## config.mk

```make
export PLATFORM = sky130hd
export DESIGN_NAME = lc3_ea_ctrl
export DESIGN_NICKNAME = d
export VERILOG_FILES = /design/src/rtl/lc3_ea_ctrl.sv
export SDC_FILE = /design/constraint.sdc
export NUM_CORES = 1
export LEC_CHECK = 0
export CORE_MARGIN = 5
export CORE_UTILIZATION = 56
export CTS_CLUSTER_SIZE = 20
export DETAILED_ROUTE_END_ITERATION = 16
export MAX_ROUTING_LAYER = met4
export PLACE_DENSITY = 0.82
export SKIP_LAST_GASP = 1
export SLEW_MARGIN = 20
export SYNTH_ARGS = -nofsm -noshare
export SYNTH_HDL_FRONTEND = slang
export SYNTH_SLANG_ARGS = --single-unit
```

## constraint.sdc

```tcl
create_clock -name Clk -period 7 [get_ports Clk]
set_input_delay 1.05 -clock Clk [delete_from_list [all_inputs] [get_ports Clk]]
set_output_delay 1.05 -clock Clk [all_outputs]
set_load 0.005 [all_outputs]
```

## src/rtl/lc3_ea_ctrl.sv

```systemverilog
// LC-3 effective-address sequencer.
// Decodes IR, forms EA/immediate, optional indirect read.
module lc3_ea_ctrl (
  input  logic        Clk,
  input  logic        Reset_n,
  input  logic        req_valid,
  output logic        req_ready,
  input  logic [15:0] ir,
  input  logic [15:0] pc,
  input  logic [15:0] base,
  output logic        mem_rd_valid,
  output logic [15:0] mem_rd_addr,
  input  logic        mem_rd_ready,
  input  logic        mem_rsp_valid,
  input  logic [15:0] mem_rsp_data,
  output logic        ea_valid,
  input  logic        ea_ready,
  output logic [15:0] ea,
  output logic [2:0]  ea_sel,
  output logic        ea_indirect,
  output logic        ea_none
);

  typedef enum logic [2:0] {
    IDLE,
    CALC,
    MEM_REQ,
    MEM_WAIT,
    RESP
  } state_t;

  localparam logic [2:0] SEL_NONE = 3'd0;
  localparam logic [2:0] SEL_S5   = 3'd1;
  localparam logic [2:0] SEL_S6   = 3'd2;
  localparam logic [2:0] SEL_S9   = 3'd3;
  localparam logic [2:0] SEL_S11  = 3'd4;
  localparam logic [2:0] SEL_Z8   = 3'd5;
  localparam logic [2:0] SEL_BASE = 3'd6;

  state_t      state_q, state_d;
  logic [15:0] ir_q, ir_d;
  logic [15:0] pc_q, pc_d;
  logic [15:0] base_q, base_d;
  logic [15:0] ea_q, ea_d;
  logic [2:0]  sel_q, sel_d;
  logic        ind_q, ind_d;
  logic        none_q, none_d;
  logic [15:0] addr_q, addr_d;

  logic [3:0]  op;
  logic [15:0] sext5, sext6, sext9, sext11, zext8;
  logic        is_pc9, is_ind, is_jsr, is_jsrr;
  logic        is_ldr, is_imm, is_trap;
  logic [15:0] calc_ea;
  logic [2:0]  calc_sel;
  logic        calc_none;

  // Immediate extraction and opcode class decode
  always_comb begin
    op     = ir_q[15:12];
    sext5  = {{11{ir_q[4]}}, ir_q[4:0]};
    sext6  = {{10{ir_q[5]}}, ir_q[5:0]};
    sext9  = {{7{ir_q[8]}}, ir_q[8:0]};
    sext11 = {{5{ir_q[10]}}, ir_q[10:0]};
    zext8  = {8'h00, ir_q[7:0]};
    is_pc9 = (op == 4'b0000) || (op == 4'b0010)
          || (op == 4'b0011) || (op == 4'b1110);
    is_ind = (op == 4'b1010) || (op == 4'b1011);
    is_jsr = (op == 4'b0100) && ir_q[11];
    is_jsrr = ((op == 4'b0100) && !ir_q[11])
           || (op == 4'b1100);
    is_ldr = (op == 4'b0110) || (op == 4'b0111);
    is_imm = ((op == 4'b0001) || (op == 4'b0101))
          && ir_q[5];
    is_trap = (op == 4'b1111);
  end

  // Select immediate source and form the 16-bit sum
  always_comb begin
    calc_ea   = 16'h0000;
    calc_sel  = SEL_NONE;
    calc_none = 1'b0;
    unique case (1'b1)
      is_pc9, is_ind: begin
        calc_ea  = pc_q + sext9;
        calc_sel = SEL_S9;
      end
      is_jsr: begin
        calc_ea  = pc_q + sext11;
        calc_sel = SEL_S11;
      end
      is_jsrr: begin
        calc_ea  = base_q;
        calc_sel = SEL_BASE;
      end
      is_ldr: begin
        calc_ea  = base_q + sext6;
        calc_sel = SEL_S6;
      end
      is_imm: begin
        calc_ea  = sext5;
        calc_sel = SEL_S5;
      end
      is_trap: begin
        calc_ea  = zext8;
        calc_sel = SEL_Z8;
      end
      default: begin
        calc_none = 1'b1;
      end
    endcase
  end

  // Next-state and result register updates
  always_comb begin
    state_d = state_q;
    ir_d    = ir_q;
    pc_d    = pc_q;
    base_d  = base_q;
    ea_d    = ea_q;
    sel_d   = sel_q;
    ind_d   = ind_q;
    none_d  = none_q;
    addr_d  = addr_q;
    case (state_q)
      IDLE: begin
        if (req_valid) begin
          ir_d    = ir;
          pc_d    = pc;
          base_d  = base;
          state_d = CALC;
        end
      end
      CALC: begin
        ea_d   = calc_ea;
        sel_d  = calc_sel;
        none_d = calc_none;
        ind_d  = 1'b0;
        if (is_ind) begin
          addr_d  = calc_ea;
          state_d = MEM_REQ;
        end else begin
          state_d = RESP;
        end
      end
      MEM_REQ: begin
        if (mem_rd_ready) state_d = MEM_WAIT;
      end
      MEM_WAIT: begin
        if (mem_rsp_valid) begin
          ea_d    = mem_rsp_data;
          ind_d   = 1'b1;
          state_d = RESP;
        end
      end
      RESP: begin
        if (ea_ready) state_d = IDLE;
      end
      default: state_d = IDLE;
    endcase
  end

  // State and datapath registers
  always_ff @(posedge Clk or negedge Reset_n) begin
    if (!Reset_n) begin
      state_q <= IDLE;
      ir_q    <= '0;
      pc_q    <= '0;
      base_q  <= '0;
      ea_q    <= '0;
      sel_q   <= '0;
      ind_q   <= 1'b0;
      none_q  <= 1'b0;
      addr_q  <= '0;
    end else begin
      state_q <= state_d;
      ir_q    <= ir_d;
      pc_q    <= pc_d;
      base_q  <= base_d;
      ea_q    <= ea_d;
      sel_q   <= sel_d;
      ind_q   <= ind_d;
      none_q  <= none_d;
      addr_q  <= addr_d;
    end
  end

  assign req_ready    = (state_q == IDLE);
  assign mem_rd_valid = (state_q == MEM_REQ);
  assign ea_valid     = (state_q == RESP);
  assign mem_rd_addr  = addr_q;
  assign ea           = ea_q;
  assign ea_sel       = sel_q;
  assign ea_indirect  = ind_q;
  assign ea_none      = none_q;

endmodule

```

==> results.py <==
metrics = {
    "status": {
        "outcome": "completed",
    },
    "detailed_routing": {
        "wl_met3_microns": 1290,
        "wl_per_cell_microns": 18.2,
        "routed-via-count": 4714,
        "wl_met1_microns": 6150,
        "first_iter_violations": 436,
        "drt-total-wl_microns": 14100,
        "route.met2.wl_microns": 6460,
        "drt-pass1-iter-count": 7,
        "drc": 0,
        "viasPerCell": 6.05,
        "routed.top_layer": "met4",
        "detail-route-antenna-nets": 0,
    },
    "die": {
        "rows": 35,
        "chipWidth_microns": 108,
        "die-area_sq_mm": 0.0117,
        "initial_utilization_pct": 57.9,
        "core-area_sq_mm": 0.00933,
        "die_y_microns": 108,
        "io_pins": 110,
    },
    "final_layout": {
        "drive_above_1_share_pct": 13.1,
        "n_antenna_cell": 0,
        "area_delta_synth_final_pct": 24.9,
        "nets": 748,
        "fillers": 669,
    },
    "sta": {
        "finClkSkew_ps": 10.0,
        "min_period_over_period_pct": 49.1,
        "slew_violations": 0,
        "max_freq_ghz": 0.291,
        "worst_pin_slew_ps": 955,
        "layout_min_cycle_time_ps": 3440,
        "fin_hold_ws_ps": 484,
        "fin_ws_ps": 3560,
        "final_hold_viol_count": 0,
        "maxSlewHeadroom_pct": 36.1,
        "tns_ps": 0,
        "rsz0062_at_grt": "false",
        "setup_viol": 0,
    },
    "power": {
        "total_leakage_power_nw": 2.82,
        "powerDensity_mw_per_mm2": 588,
        "vdd_ir_drop_max_uv": 321,
    },
    "worst_setup_path": {
        "path_buf_inv": 1,
        "max_stage_delay_ps": 830,
        "crit_family": "simple AND/OR/NAND/NOR gates",
        "end_kind": "register",
        "path_class": "input port to register",
        "crit_chain": "clkdlybuf4s50_1, nand2b_1, and3b_1, nand2_2, nor3_4, mux2_2",
        "r2r_slack_ps": 3720,
        "critical-path-slowest-cell": "nor3_4",
        "critPathRequiredTime_ps": 7240,
        "arrival_ps": 3680,
        "crit_path_max_fanout": 28,
        "startpoint_type": "input port",
    },
    "clock_tree": {
        "clkTransAtPathRegs_ps": 80,
        "ctsResizeCount": 0,
        "clock_latency_ps": 360,
        "numCtsBuffers": 9,
        "cts_max_level": 3,
        "ctsHoldBuffers": 0,
        "clockBufferDepth": 2,
        "cts-root-buf": "clkbuf_8",
        "cts.sinks": 88,
        "cts_tree": "done",
        "postCtsSetupRepairBufs": 0,
    },
    "synth": {
        "yosysSeqAreaShare_pct": 40.8,
        "yosys_register_bits": 88,
        "ys_warn_count": 0,
        "yosysUniqueCellTypes": 63,
        "synthesis.nets": 651,
        "synth_ff_type": "dfrtp_1",
        "synth-edff-count": 0,
        "post_synth.cell_area_avg_sq_um": 9.86,
        "synthCells": 548,
        "async_reset_ff_share_pct": 100,
        "syn_area_sq_mm": 0.00540,
    },
    "grt": {
        "grt_pass1_wl_microns": 22600,
        "antenna_found_initial": 0,
        "grt_start_max_net_pins": 89,
        "grt_usage_pct": 24.9,
        "grt_pass1_vias": 4650,
        "grt_overflow": 0,
    },
    "placement": {
        "port_buffers": 109,
        "place_hpwl_microns": 10800,
        "dp_slack_ps": 3230,
        "gp_congestion": 0.969,
    },
    "min_path": {
        "worstHoldPathType": "register to register",
    },
    "job": {
        "max_cap_viol_count": 0,
    },
}
==> synthesized netlist by cell type, types with 4 or more instances <==
cell type,instances,area share [%]
xnor2_1,12,1.9
xor2_1,14,2.3
nand2_1,56,3.9
nand2b_1,11,1.3
o21ai_0,34,3.2
nand3_1,10,0.93
a21oi_1,53,4.9
a211oi_1,5,0.70
a21o_1,8,1.1
ha_1,31,7.2
and2_1,4,0.46
nand3b_1,4,0.56
nand4_1,4,0.46
a31oi_1,5,0.58
nor2b_1,6,0.70
clkbuf_1,6,0.42
inv_1,10,0.70
a22oi_1,4,0.56
mux2_2,50,10
nor2_1,37,2.6
o21a_1,5,0.70
o211ai_1,4,0.56
buf_2,14,1.3
o22ai_1,8,0.93
a221oi_1,5,0.81
nor3_1,7,0.65
dfrtp_1,88,41
==> final timing paths <==
| path | start | end | cells past startpoint |
|---|---|---|---|
| max in group asynchronous | Reset_n | pc_q[10] | 1 |
| max reg2reg | ir_q[14] | ea[14] | 10 |
| min reg2reg | ea[3] | ea[3] | 1 |
| min in group asynchronous | Reset_n | state_q[0] | 1 |
| max | mem_rsp_valid | mem_rd_addr[5] | 6 |
| min | ea[3] | ea[3] | 1 |
==> metrics by stage <==
step | area [sq um] | instances | total power [mW] | util [%]
3_5_place_dp | 6540 | 763 | 3.55 | 70.1
4_1_cts | 6740 | 779 | 3.92 | 72.3
5_1_grt | 6750 | 779 | 4.25 | 72.3
2_1_floorplan | 5400 | 548 | 2.77 | -
6_report | 6750 | 779 | 3.97 | 72.3
3_3_place_gp | 6540 | 763 | 3.44 | 70.1
==> cell type report <==
type                       count  area, sq um  share of cell area (%)
inverter                      10         37.5                   0.556
multi-input combinational    427         3050                    45.2
clock inverter                 6         67.6                    1.00
tap                          129          161                    2.39
clock buffer                  10          138                    2.04
sequential                    88         2200                    32.6
timing repair buffer         109         1090                    16.2
==> kinds of logic after synthesis <==
family / synth area share [%]
compound gates: 18.9
xor+xnor: 4.52
fa+ha+maj: 7.92
buf+inv: 2.85
flops: 40.8
mux: 10.9
simple gates: 14.1
==> flip-flops by register name (all words and copies together), names as in the netlist <==
register     count
ea_indirect      1
ir_q            16
mem_rd_addr     16
ea              16
base_q          16
ea_none          1
state_q          3
ea_sel           3
pc_q            16
==> where the power goes <==
| part | switching, mW | internal [mW] | total, mW |
|---|---|---|---|
| Clock | 0.187 | 0.176 | 0.363 |
| Combinational | 1.41 | 1.19 | 2.60 |
| Sequential | 0.252 | 0.756 | 1.01 |
==> per-layer routing <==
metal,global-route usage (%),vias up
met1,33.9,2245
met4,7.94,0
li1,-,2200
met3,3.76,27
met2,38.7,242
met5,-,-
==> layout by cell type (no fill, tap or decap), drive strengths merged, types with 5 or more instances in the layout <==
cell	instances
a21oi	54
o21a	5
dfrtp	88
nor2	38
and2	5
a31oi	6
clkbuf	10
a211oi	5
nor2b	6
clkdlybuf4s50	108
inv	11
nand2b	11
mux2	51
o22ai	9
xor2	14
nor3	9
a221oi	5
nand3	11
nand2	57
a21o	8
xnor2	13
o21ai	37
ha	31
No activity file was read; power rests on OpenSTA's default activity.
